$ cat src/rtl/snn_pkg.sv
// snn_pkg: shared constants, types and helpers for the SNN neuron scheduler.
// Data words are sign-magnitude Q15.16 (bit 31 is the sign).
// The scheduler's optional spike counters are enabled by the SPIKE_COUNT_EN macro.
package snn_pkg;

  localparam int SNN_WIDTH = 32;
  localparam int FRAC_BITS = 16;
  localparam int SIGN_BIT  = 31;

  // Default neuron state: v = -0.8, r = 0.
  localparam logic [31:0] SNN_INIT_V   = 32'h8000CCCD;
  localparam logic [31:0] SNN_INIT_R   = 32'h00000000;
  localparam logic [31:0] SNN_SPIKE_TH = 32'h00004000;

  // Step counter and datapath-latency counter widths.
  localparam int STEP_W = 16;
  localparam int LAT_W  = 4;

  typedef enum logic [2:0] {
    IDLE  = 3'd0,
    ISSUE = 3'd1,
    WAIT  = 3'd2,
    WRITE = 3'd3,
    DONE  = 3'd4
  } sched_state_t;

  // Sign-magnitude "a > b". Negative zero is treated as zero.
  function automatic logic sm_gt(input logic [31:0] a, input logic [31:0] b);
    logic a_neg;
    logic b_neg;
    a_neg = a[SIGN_BIT] && (a[SIGN_BIT-1:0] != '0);
    b_neg = b[SIGN_BIT] && (b[SIGN_BIT-1:0] != '0);
    if (!a_neg && b_neg) return 1'b1;
    if (a_neg && !b_neg) return 1'b0;
    if (!a_neg) return a[SIGN_BIT-1:0] > b[SIGN_BIT-1:0];
    return a[SIGN_BIT-1:0] < b[SIGN_BIT-1:0];
  endfunction

endpackage

$ cat src/rtl/neuron_state_ram.sv
// neuron_state_ram: per-neuron register file holding stimulus current and v/r state.
// Configuration write port, datapath write-back port, bulk init, an asynchronous
// issue read port and a registered readout port.
// With SPIKE_COUNT_EN defined it also keeps a 16-bit saturating spike counter per neuron.
module neuron_state_ram
  import snn_pkg::*;
#(
  parameter int N = 8,
  parameter int WIDTH = SNN_WIDTH,
  parameter logic [WIDTH-1:0] INIT_V = WIDTH'(SNN_INIT_V),
  parameter logic [WIDTH-1:0] INIT_R = WIDTH'(SNN_INIT_R),
`ifdef SPIKE_COUNT_EN
  parameter logic [WIDTH-1:0] SPIKE_TH = WIDTH'(SNN_SPIKE_TH),
`endif
  localparam int AW = $clog2(N)
) (
  input  logic             clk_i,
  input  logic             rst_i,
  input  logic             cfg_we_i,
  input  logic [AW-1:0]    cfg_addr_i,
  input  logic [WIDTH-1:0] cfg_data_i,
  input  logic             init_i,
  input  logic             wr_en_i,
  input  logic [AW-1:0]    wr_addr_i,
  input  logic [WIDTH-1:0] wr_v_i,
  input  logic [WIDTH-1:0] wr_r_i,
  input  logic [AW-1:0]    iss_addr_i,
  output logic [WIDTH-1:0] iss_current_o,
  output logic [WIDTH-1:0] iss_v_o,
  output logic [WIDTH-1:0] iss_r_o,
  input  logic [AW-1:0]    rd_addr_i,
  output logic [WIDTH-1:0] rd_v_o,
  output logic [WIDTH-1:0] rd_r_o
`ifdef SPIKE_COUNT_EN
  ,
  output logic [15:0]      rd_spikes_o
`endif
);

  logic [WIDTH-1:0] cur_q [N];
  logic [WIDTH-1:0] v_q   [N];
  logic [WIDTH-1:0] r_q   [N];
  logic [WIDTH-1:0] rd_v_q;
  logic [WIDTH-1:0] rd_r_q;

  // Stimulus currents: only the configuration port writes them.
  always_ff @(posedge clk_i or posedge rst_i) begin
    if (rst_i) begin
      for (int i = 0; i < N; i++) cur_q[i] <= '0;
    end else if (cfg_we_i) begin
      cur_q[cfg_addr_i] <= cfg_data_i;
    end
  end

  // Neuron v/r state: bulk init or datapath write-back (never both in one cycle).
  always_ff @(posedge clk_i or posedge rst_i) begin
    if (rst_i) begin
      for (int i = 0; i < N; i++) begin
        v_q[i] <= INIT_V;
        r_q[i] <= INIT_R;
      end
    end else if (init_i) begin
      for (int i = 0; i < N; i++) begin
        v_q[i] <= INIT_V;
        r_q[i] <= INIT_R;
      end
    end else if (wr_en_i) begin
      v_q[wr_addr_i] <= wr_v_i;
      r_q[wr_addr_i] <= wr_r_i;
    end
  end

  // Registered readout, refreshed every cycle so mid-run values are visible.
  always_ff @(posedge clk_i or posedge rst_i) begin
    if (rst_i) begin
      rd_v_q <= '0;
      rd_r_q <= '0;
    end else begin
      rd_v_q <= v_q[rd_addr_i];
      rd_r_q <= r_q[rd_addr_i];
    end
  end

  assign iss_current_o = cur_q[iss_addr_i];
  assign iss_v_o       = v_q[iss_addr_i];
  assign iss_r_o       = r_q[iss_addr_i];
  assign rd_v_o        = rd_v_q;
  assign rd_r_o        = rd_r_q;

`ifdef SPIKE_COUNT_EN
  logic [15:0] spk_q [N];
  logic [15:0] rd_spk_q;
  logic        spike_hit;

  // A spike is an upward threshold crossing: old v at or below SPIKE_TH, new v above it.
  assign spike_hit = sm_gt(32'(wr_v_i), 32'(SPIKE_TH)) &&
                     !sm_gt(32'(v_q[wr_addr_i]), 32'(SPIKE_TH));

  // Saturating spike counters, cleared by reset and by init.
  always_ff @(posedge clk_i or posedge rst_i) begin
    if (rst_i) begin
      for (int i = 0; i < N; i++) spk_q[i] <= '0;
    end else if (init_i) begin
      for (int i = 0; i < N; i++) spk_q[i] <= '0;
    end else if (wr_en_i && spike_hit && (spk_q[wr_addr_i] != 16'hFFFF)) begin
      spk_q[wr_addr_i] <= spk_q[wr_addr_i] + 16'd1;
    end
  end

  // Spike count readout with the same latency as rd_v.
  always_ff @(posedge clk_i or posedge rst_i) begin
    if (rst_i) rd_spk_q <= '0;
    else       rd_spk_q <= spk_q[rd_addr_i];
  end

  assign rd_spikes_o = rd_spk_q;
`endif

endmodule

$ cat src/rtl/wilson_scheduler.sv
// wilson_scheduler: time-multiplexes one shared wilson neuron datapath across
// N_NEURONS neurons for num_steps timesteps per run.
// Optional per-neuron spike counters are built when SPIKE_COUNT_EN is defined.
//
// Handshake: start is sampled only in IDLE. An accepted start with num_steps != 0
// raises busy from the next cycle until the run ends; every run, including a
// zero-step one, ends with exactly one done cycle, during which busy is low.
// cfg_we and init are honoured only while busy is low; start while busy is dropped.
module wilson_scheduler
  import snn_pkg::*;
#(
  parameter int N_NEURONS = 8,
  parameter int WIDTH = SNN_WIDTH,
  parameter int DP_LATENCY = 1,
  parameter logic [WIDTH-1:0] INIT_V = WIDTH'(SNN_INIT_V),
  parameter logic [WIDTH-1:0] INIT_R = WIDTH'(SNN_INIT_R),
`ifdef SPIKE_COUNT_EN
  parameter logic [WIDTH-1:0] SPIKE_TH = WIDTH'(SNN_SPIKE_TH),
`endif
  localparam int AW = $clog2(N_NEURONS)
) (
  input  logic             clock,
  input  logic             reset,
  input  logic             start,
  input  logic [15:0]      num_steps,
  output logic             busy,
  output logic             done,
  input  logic             cfg_we,
  input  logic [AW-1:0]    cfg_addr,
  input  logic [WIDTH-1:0] cfg_data,
  input  logic             init,
  input  logic [AW-1:0]    rd_addr,
  output logic [WIDTH-1:0] rd_v,
  output logic [WIDTH-1:0] rd_r,
  output logic [WIDTH-1:0] dp_current,
  output logic [WIDTH-1:0] dp_v_prev,
  output logic [WIDTH-1:0] dp_r_prev,
  input  logic [WIDTH-1:0] dp_v,
  input  logic [WIDTH-1:0] dp_r,
`ifdef SPIKE_COUNT_EN
  output logic [15:0]      rd_spikes,
`endif
  output logic [2:0]       dbg_state
);

  localparam logic [AW-1:0]    LAST_IDX  = AW'(N_NEURONS - 1);
  localparam logic [LAT_W-1:0] WAIT_INIT = LAT_W'(DP_LATENCY - 1);

  sched_state_t      state_q, state_d;
  logic [AW-1:0]     idx_q, idx_d;
  logic [STEP_W-1:0] step_q, step_d;
  logic [STEP_W-1:0] nsteps_q, nsteps_d;
  logic [LAT_W-1:0]  wait_q, wait_d;
  logic [WIDTH-1:0]  dp_cur_q, dp_cur_d;
  logic [WIDTH-1:0]  dp_vp_q, dp_vp_d;
  logic [WIDTH-1:0]  dp_rp_q, dp_rp_d;

  logic              wr_en;
  logic              idle_cfg;
  logic [WIDTH-1:0]  iss_current;
  logic [WIDTH-1:0]  iss_v;
  logic [WIDTH-1:0]  iss_r;

  assign busy      = (state_q == ISSUE) || (state_q == WAIT) || (state_q == WRITE);
  assign done      = (state_q == DONE);
  assign idle_cfg  = !busy;
  assign dbg_state = state_q;

  assign dp_current = dp_cur_q;
  assign dp_v_prev  = dp_vp_q;
  assign dp_r_prev  = dp_rp_q;

  neuron_state_ram #(
    .N      (N_NEURONS),
    .WIDTH  (WIDTH),
    .INIT_V (INIT_V),
    .INIT_R (INIT_R)
`ifdef SPIKE_COUNT_EN
    ,
    .SPIKE_TH (SPIKE_TH)
`endif
  ) u_ram (
    .clk_i         (clock),
    .rst_i         (reset),
    .cfg_we_i      (cfg_we && idle_cfg),
    .cfg_addr_i    (cfg_addr),
    .cfg_data_i    (cfg_data),
    .init_i        (init && idle_cfg),
    .wr_en_i       (wr_en),
    .wr_addr_i     (idx_q),
    .wr_v_i        (dp_v),
    .wr_r_i        (dp_r),
    .iss_addr_i    (idx_q),
    .iss_current_o (iss_current),
    .iss_v_o       (iss_v),
    .iss_r_o       (iss_r),
    .rd_addr_i     (rd_addr),
    .rd_v_o        (rd_v),
    .rd_r_o        (rd_r)
`ifdef SPIKE_COUNT_EN
    ,
    .rd_spikes_o   (rd_spikes)
`endif
  );

  // Sequencer state, counters and datapath operand registers.
  always_ff @(posedge clock or posedge reset) begin
    if (reset) begin
      state_q  <= IDLE;
      idx_q    <= '0;
      step_q   <= '0;
      nsteps_q <= '0;
      wait_q   <= '0;
      dp_cur_q <= '0;
      dp_vp_q  <= '0;
      dp_rp_q  <= '0;
    end else begin
      state_q  <= state_d;
      idx_q    <= idx_d;
      step_q   <= step_d;
      nsteps_q <= nsteps_d;
      wait_q   <= wait_d;
      dp_cur_q <= dp_cur_d;
      dp_vp_q  <= dp_vp_d;
      dp_rp_q  <= dp_rp_d;
    end
  end

  // Next-state logic: ISSUE latches operands, WAIT covers datapath latency,
  // WRITE stores the result and advances neuron/step counters.
  always_comb begin
    state_d  = state_q;
    idx_d    = idx_q;
    step_d   = step_q;
    nsteps_d = nsteps_q;
    wait_d   = wait_q;
    dp_cur_d = dp_cur_q;
    dp_vp_d  = dp_vp_q;
    dp_rp_d  = dp_rp_q;
    wr_en    = 1'b0;

    case (state_q)
      IDLE: begin
        if (start) begin
          if (num_steps != '0) begin
            nsteps_d = num_steps;
            step_d   = '0;
            idx_d    = '0;
            state_d  = ISSUE;
          end else begin
            state_d = DONE;
          end
        end
      end
      ISSUE: begin
        // Operands become valid on the next edge and stay put through WAIT/WRITE.
        dp_cur_d = iss_current;
        dp_vp_d  = iss_v;
        dp_rp_d  = iss_r;
        wait_d   = WAIT_INIT;
        state_d  = WAIT;
      end
      WAIT: begin
        if (wait_q == '0) state_d = WRITE;
        else              wait_d  = wait_q - 1'b1;
      end
      WRITE: begin
        wr_en = 1'b1;
        if (idx_q != LAST_IDX) begin
          idx_d   = idx_q + 1'b1;
          state_d = ISSUE;
        end else begin
          idx_d  = '0;
          step_d = step_q + 1'b1;
          if (step_d == nsteps_q) state_d = DONE;
          else                    state_d = ISSUE;
        end
      end
      DONE: begin
        state_d = IDLE;
      end
      default: begin
        state_d = IDLE;
      end
    endcase
  end

endmodule

$ cat config.mk
export PLATFORM = sky130hd
export DESIGN_NAME = wilson_scheduler
export DESIGN_NICKNAME = d
export VERILOG_FILES = /design/src/rtl/snn_pkg.sv /design/src/rtl/neuron_state_ram.sv /design/src/rtl/wilson_scheduler.sv
export SDC_FILE = /design/constraint.sdc
export NUM_CORES = 2
export LEC_CHECK = 0
export BUFFER_PORTS_ARGS = -buffer_cell sky130_fd_sc_hd__clkbuf_2
export CAP_MARGIN = 25
export CORE_MARGIN = 1.5
export CORE_UTILIZATION = 38
export DETAILED_ROUTE_END_ITERATION = 6
export HOLD_SLACK_MARGIN = 0.1
export PLACE_DENSITY_LB_ADDON = 0.15
export SLEW_MARGIN = 20
export SYNTH_ARGS = -nofsm -noshare
export SYNTH_HDL_FRONTEND = slang
export SYNTH_HIERARCHICAL = 1
export SYNTH_SLANG_ARGS = --single-unit
$ cat constraint.sdc
create_clock -name clock -period 34.2 [get_ports clock]
set_clock_uncertainty 0.2 [all_clocks]
set_input_delay 3.42 -clock clock [delete_from_list [all_inputs] [get_ports clock]]
set_output_delay 3.42 -clock clock [all_outputs]
set_load 0.005 [all_outputs]
==> metrics.md <==
| Metric | Value |
|---|---|
| Status | `complete, but fails checks` |
| Failing checks | `design-rule violations` |
| Clock buffer count from CTS | `109` |
| Peak Freq | `163.7 MHz` |
| Mapped Area | `47510 um^2` |
| Period utilization | `0.1786` |
| Number of global-route vias before repair | `32600` |
| Post-synth EDFFs | `0` |
| Syn nets | `4076` |
| Initial antenna violation count | `22` |
| Post-synthesis sequential area ratio | `0.5130` |
| Final instance area | `53610 um^2` |
| PortBufs | `287` |
| CP endpoint kind | `async pin` |
| CP max FO | `106` |
| IR drop worst, VDD | `0.05303 mV` |
| Clk root buf | `clkbuf_16` |
| PostCTS Resize Cnt | `0` |
| RSZ-0062 raised after global routing | `false` |
| Die area | `127200 um^2` |
| Final hold vios | `0` |
| Die X | `356.6 um` |
| Worst skew pair latency | `0.72 ns` |
| Synth Register Bits | `970` |
| Clk pin slew, worst setup/hold paths | `0.06 ns` |
| Synth Instances | `3949` |
| Yosys Warn Count | `6` |
| Gr ovfl total | `0` |
| Sw Share | `0.3271` |
| Most frequent CP cell | `buf_4` |
| Drt first pass iters | `7` |
| Ys flop type | `dfrtp_1` |
| CTS H-tree lvls | `3` |
| Logic pwr share | `0.339` |
| Worst-margin pin slew | `1.093 ns` |
| Post-route ant nets | `0` |
| # fillers | `11520` |
| Nets | `4168` |
| CP Class | `in -> async` |
| Worst Setup Start Kind | `primary input` |
| Number of setup buffers added after CTS | `0` |
| Final setup vio count | `0` |
| CP max stage delay | `0.86 ns` |
| Row Count | `129` |
| Initial core utilization | `0.3838` |
| Ratio of cells with drive above 1 in the final layout | `0.3606` |
| Synth-to-Final Area Change | `12.83%` |
| Post-DP Area | `49740 um^2` |
| Static Leakage | `0.02321 uW` |
| Die height | `356.6 um` |
| CTS tree | `yes` |
| Post-CTS Hold Buffers | `0` |
| Sequential power share | `0.411` |
| Critical-path top delay cell | `buf_4` |
| Max-slew violations | `0` |
| Vias/cell | `5.477` |
| Max cap viols | `0` |
| CP arrival | `6.65 ns` |
| Clock power share | `0.250` |
| Total number of vias | `31670` |
| Sw Pwr | `1616 uW` |
| DR iter-0 viols | `2443` |
| FFs w/ async S/R, synth | `1.000` |
| Setup TNS | `0 ns` |
| First-pass GRT wire length | `214400 um` |
| Required @ worst endpoint | `34.75 ns` |
| Internal Pwr Total | `3324 uW` |
| CORE AREA | `123800 um^2` |
| Slew margin rel. | `0.2714` |
| Final min period | `6.108 ns` |
| WL/cell | `24.48 um` |
| # IOs | `288` |
| Global Route Usage Sum | `0.2236` |
| Final Wtd Congestion | `0.7693` |
| Largest net degree at the start of global routing | `175` |
| Min-delay worst type | `reg -> reg` |
| Crit path cell chain | `clkbuf_2 -> inv_8 -> buf_4 -> buf_4 -> buf_4` |
| Syn Area/Cell | `12.03 um^2` |
| Detailed Route WL | `141600 um` |
| Yosys cell types | `57` |
| CTS sink cnt | `970` |
| Hpwl dp | `80500 um` |
| Maximum clock insertion buffer count | `3` |
| DRC | `46` |
| Cell Pwr Density | `92.15 nW/um^2` |
| Final hold slack | `0.2909 ns` |
synth_stat cells, drive strengths merged, types with 3 or more instances:
library cell     n  area (um^2)
nor3b            5        47.54
buf            230         1408
dfstp           80         2102
o21ai           26        130.1
and4             5        47.55
inv              6        22.52
and2             4        25.02
and3             6        42.54
nand4            9        71.32
dfrtp          890        22270
xnor2           17        148.9
mux2           528         5946
ha               4        50.05
nand2b           4        25.02
nand3           13        65.06
and4b            3        30.03
nor2            21        81.33
clkbuf         145        544.3
mux4           320         7207
a21oi          438         2192
nand2         1054         3956
nor3             6        40.04
nand4b           6        52.55
xor2             7        61.31
o31ai            7        52.55
nand4bb          4        45.04
nor4             6        37.54
nand3b          80        600.6
nor2b            5        31.28
kinds of logic after synthesis:
kind of cell,share of synthesized area
flip-flops,0.5130
multiplexers,0.2771
AO/OA/AOI/OAI,0.05172
adder cells (fa/ha/maj),0.001053
buffers and inverters,0.04156
AND/OR/NAND/NOR,0.1112
XOR/XNOR,0.004424
layout make-up:
class	instances	area [um^2]	area share
antenna	14	35.03	0.0006535
clock buffer	171	3385	0.06314
clock inverter	31	415.4	0.007749
inverter	6	35.03	0.0006535
multi-input combinational	2598	21300	0.3973
sequential	970	24380	0.4549
tap	1637	2048	0.03821
timing repair buffer	356	2007	0.03744
metal layers:
metal  wire (um)  vias to the layer above  GRT usage
met5         114                        -          0
met2       69720                      719     0.3745
met4        3058                       16    0.05711
met1       61560                    16620     0.3010
li1            -                    14130          -
met3        7135                      192    0.03765
registers in the layout, indices dropped and copies added (netlist names):
register,cells
dbg_state,3
dp_current,32
dp_r_prev,32
dp_v_prev,32
idx_q,3
nsteps_q,16
step_q,16
u_ram/cur_q,256
u_ram/r_q,256
u_ram/rd_r_o,32
u_ram/rd_v_o,32
u_ram/v_q,256
wait_q,4
placed cells by master (no fill, tap or decap), types with 26 or more instances in the layout:
cell type and count:
dfstp_2 80, nand3b_1 80, mux4_2 320, buf_4 68, clkbuf_16 112, o21ai_0 26, clkbuf_8 38, clkbuf_2 284
a21oi_1 438, dfrtp_1 887, mux2_2 527, nand2_1 1054
through the flow:
stage | utilization | cells | total power (uW) | setup WS (ns)
5_1_grt | 0.4329 | 5776 | 5240 | 27.64
4_1_cts | 0.4325 | 5768 | 4992 | 28.02
3_3_place_gp | 0.4018 | 5566 | 3695 | 27.24
6_report | 0.4330 | 5783 | 4940 | 28.09
2_1_floorplan | - | 3949 | 3213 | 7.340
3_5_place_dp | 0.4018 | 5566 | 3735 | 27.24
path summary, 6_finish.rpt:
check	from	to	depth (start not counted)	slack, ns
worst max register to register	idx_q[0]	dp_current[12]	5	29.87
min in group asynchronous	reset	u_ram/cur_q[197]	2	2.71
worst min register to register	wait_q[0]	wait_q[0]	1	0.29
max in group clock	init	u_ram/v_q[26]	6	28.21
worst max-delay path	reset	u_ram/r_q[220]	5	28.09
worst min-delay path	wait_q[0]	wait_q[0]	1	0.29
power groups by stage:
stage          Sequential, uW  Combinational (uW)  Clock [uW]
2_1_floorplan            1910                1300           0
3_3_place_gp             2030                1660           0
3_5_place_dp             2050                1690           0
4_1_cts                  2030                1690        1270
5_1_grt                  2100                1830        1310
6_report                 2030                1670        1240
worst max-delay path, delay by kind of cell:
family	cells	cell delay, ns
buf+inv	5	2.94
Power figures use the tool's default switching activity.
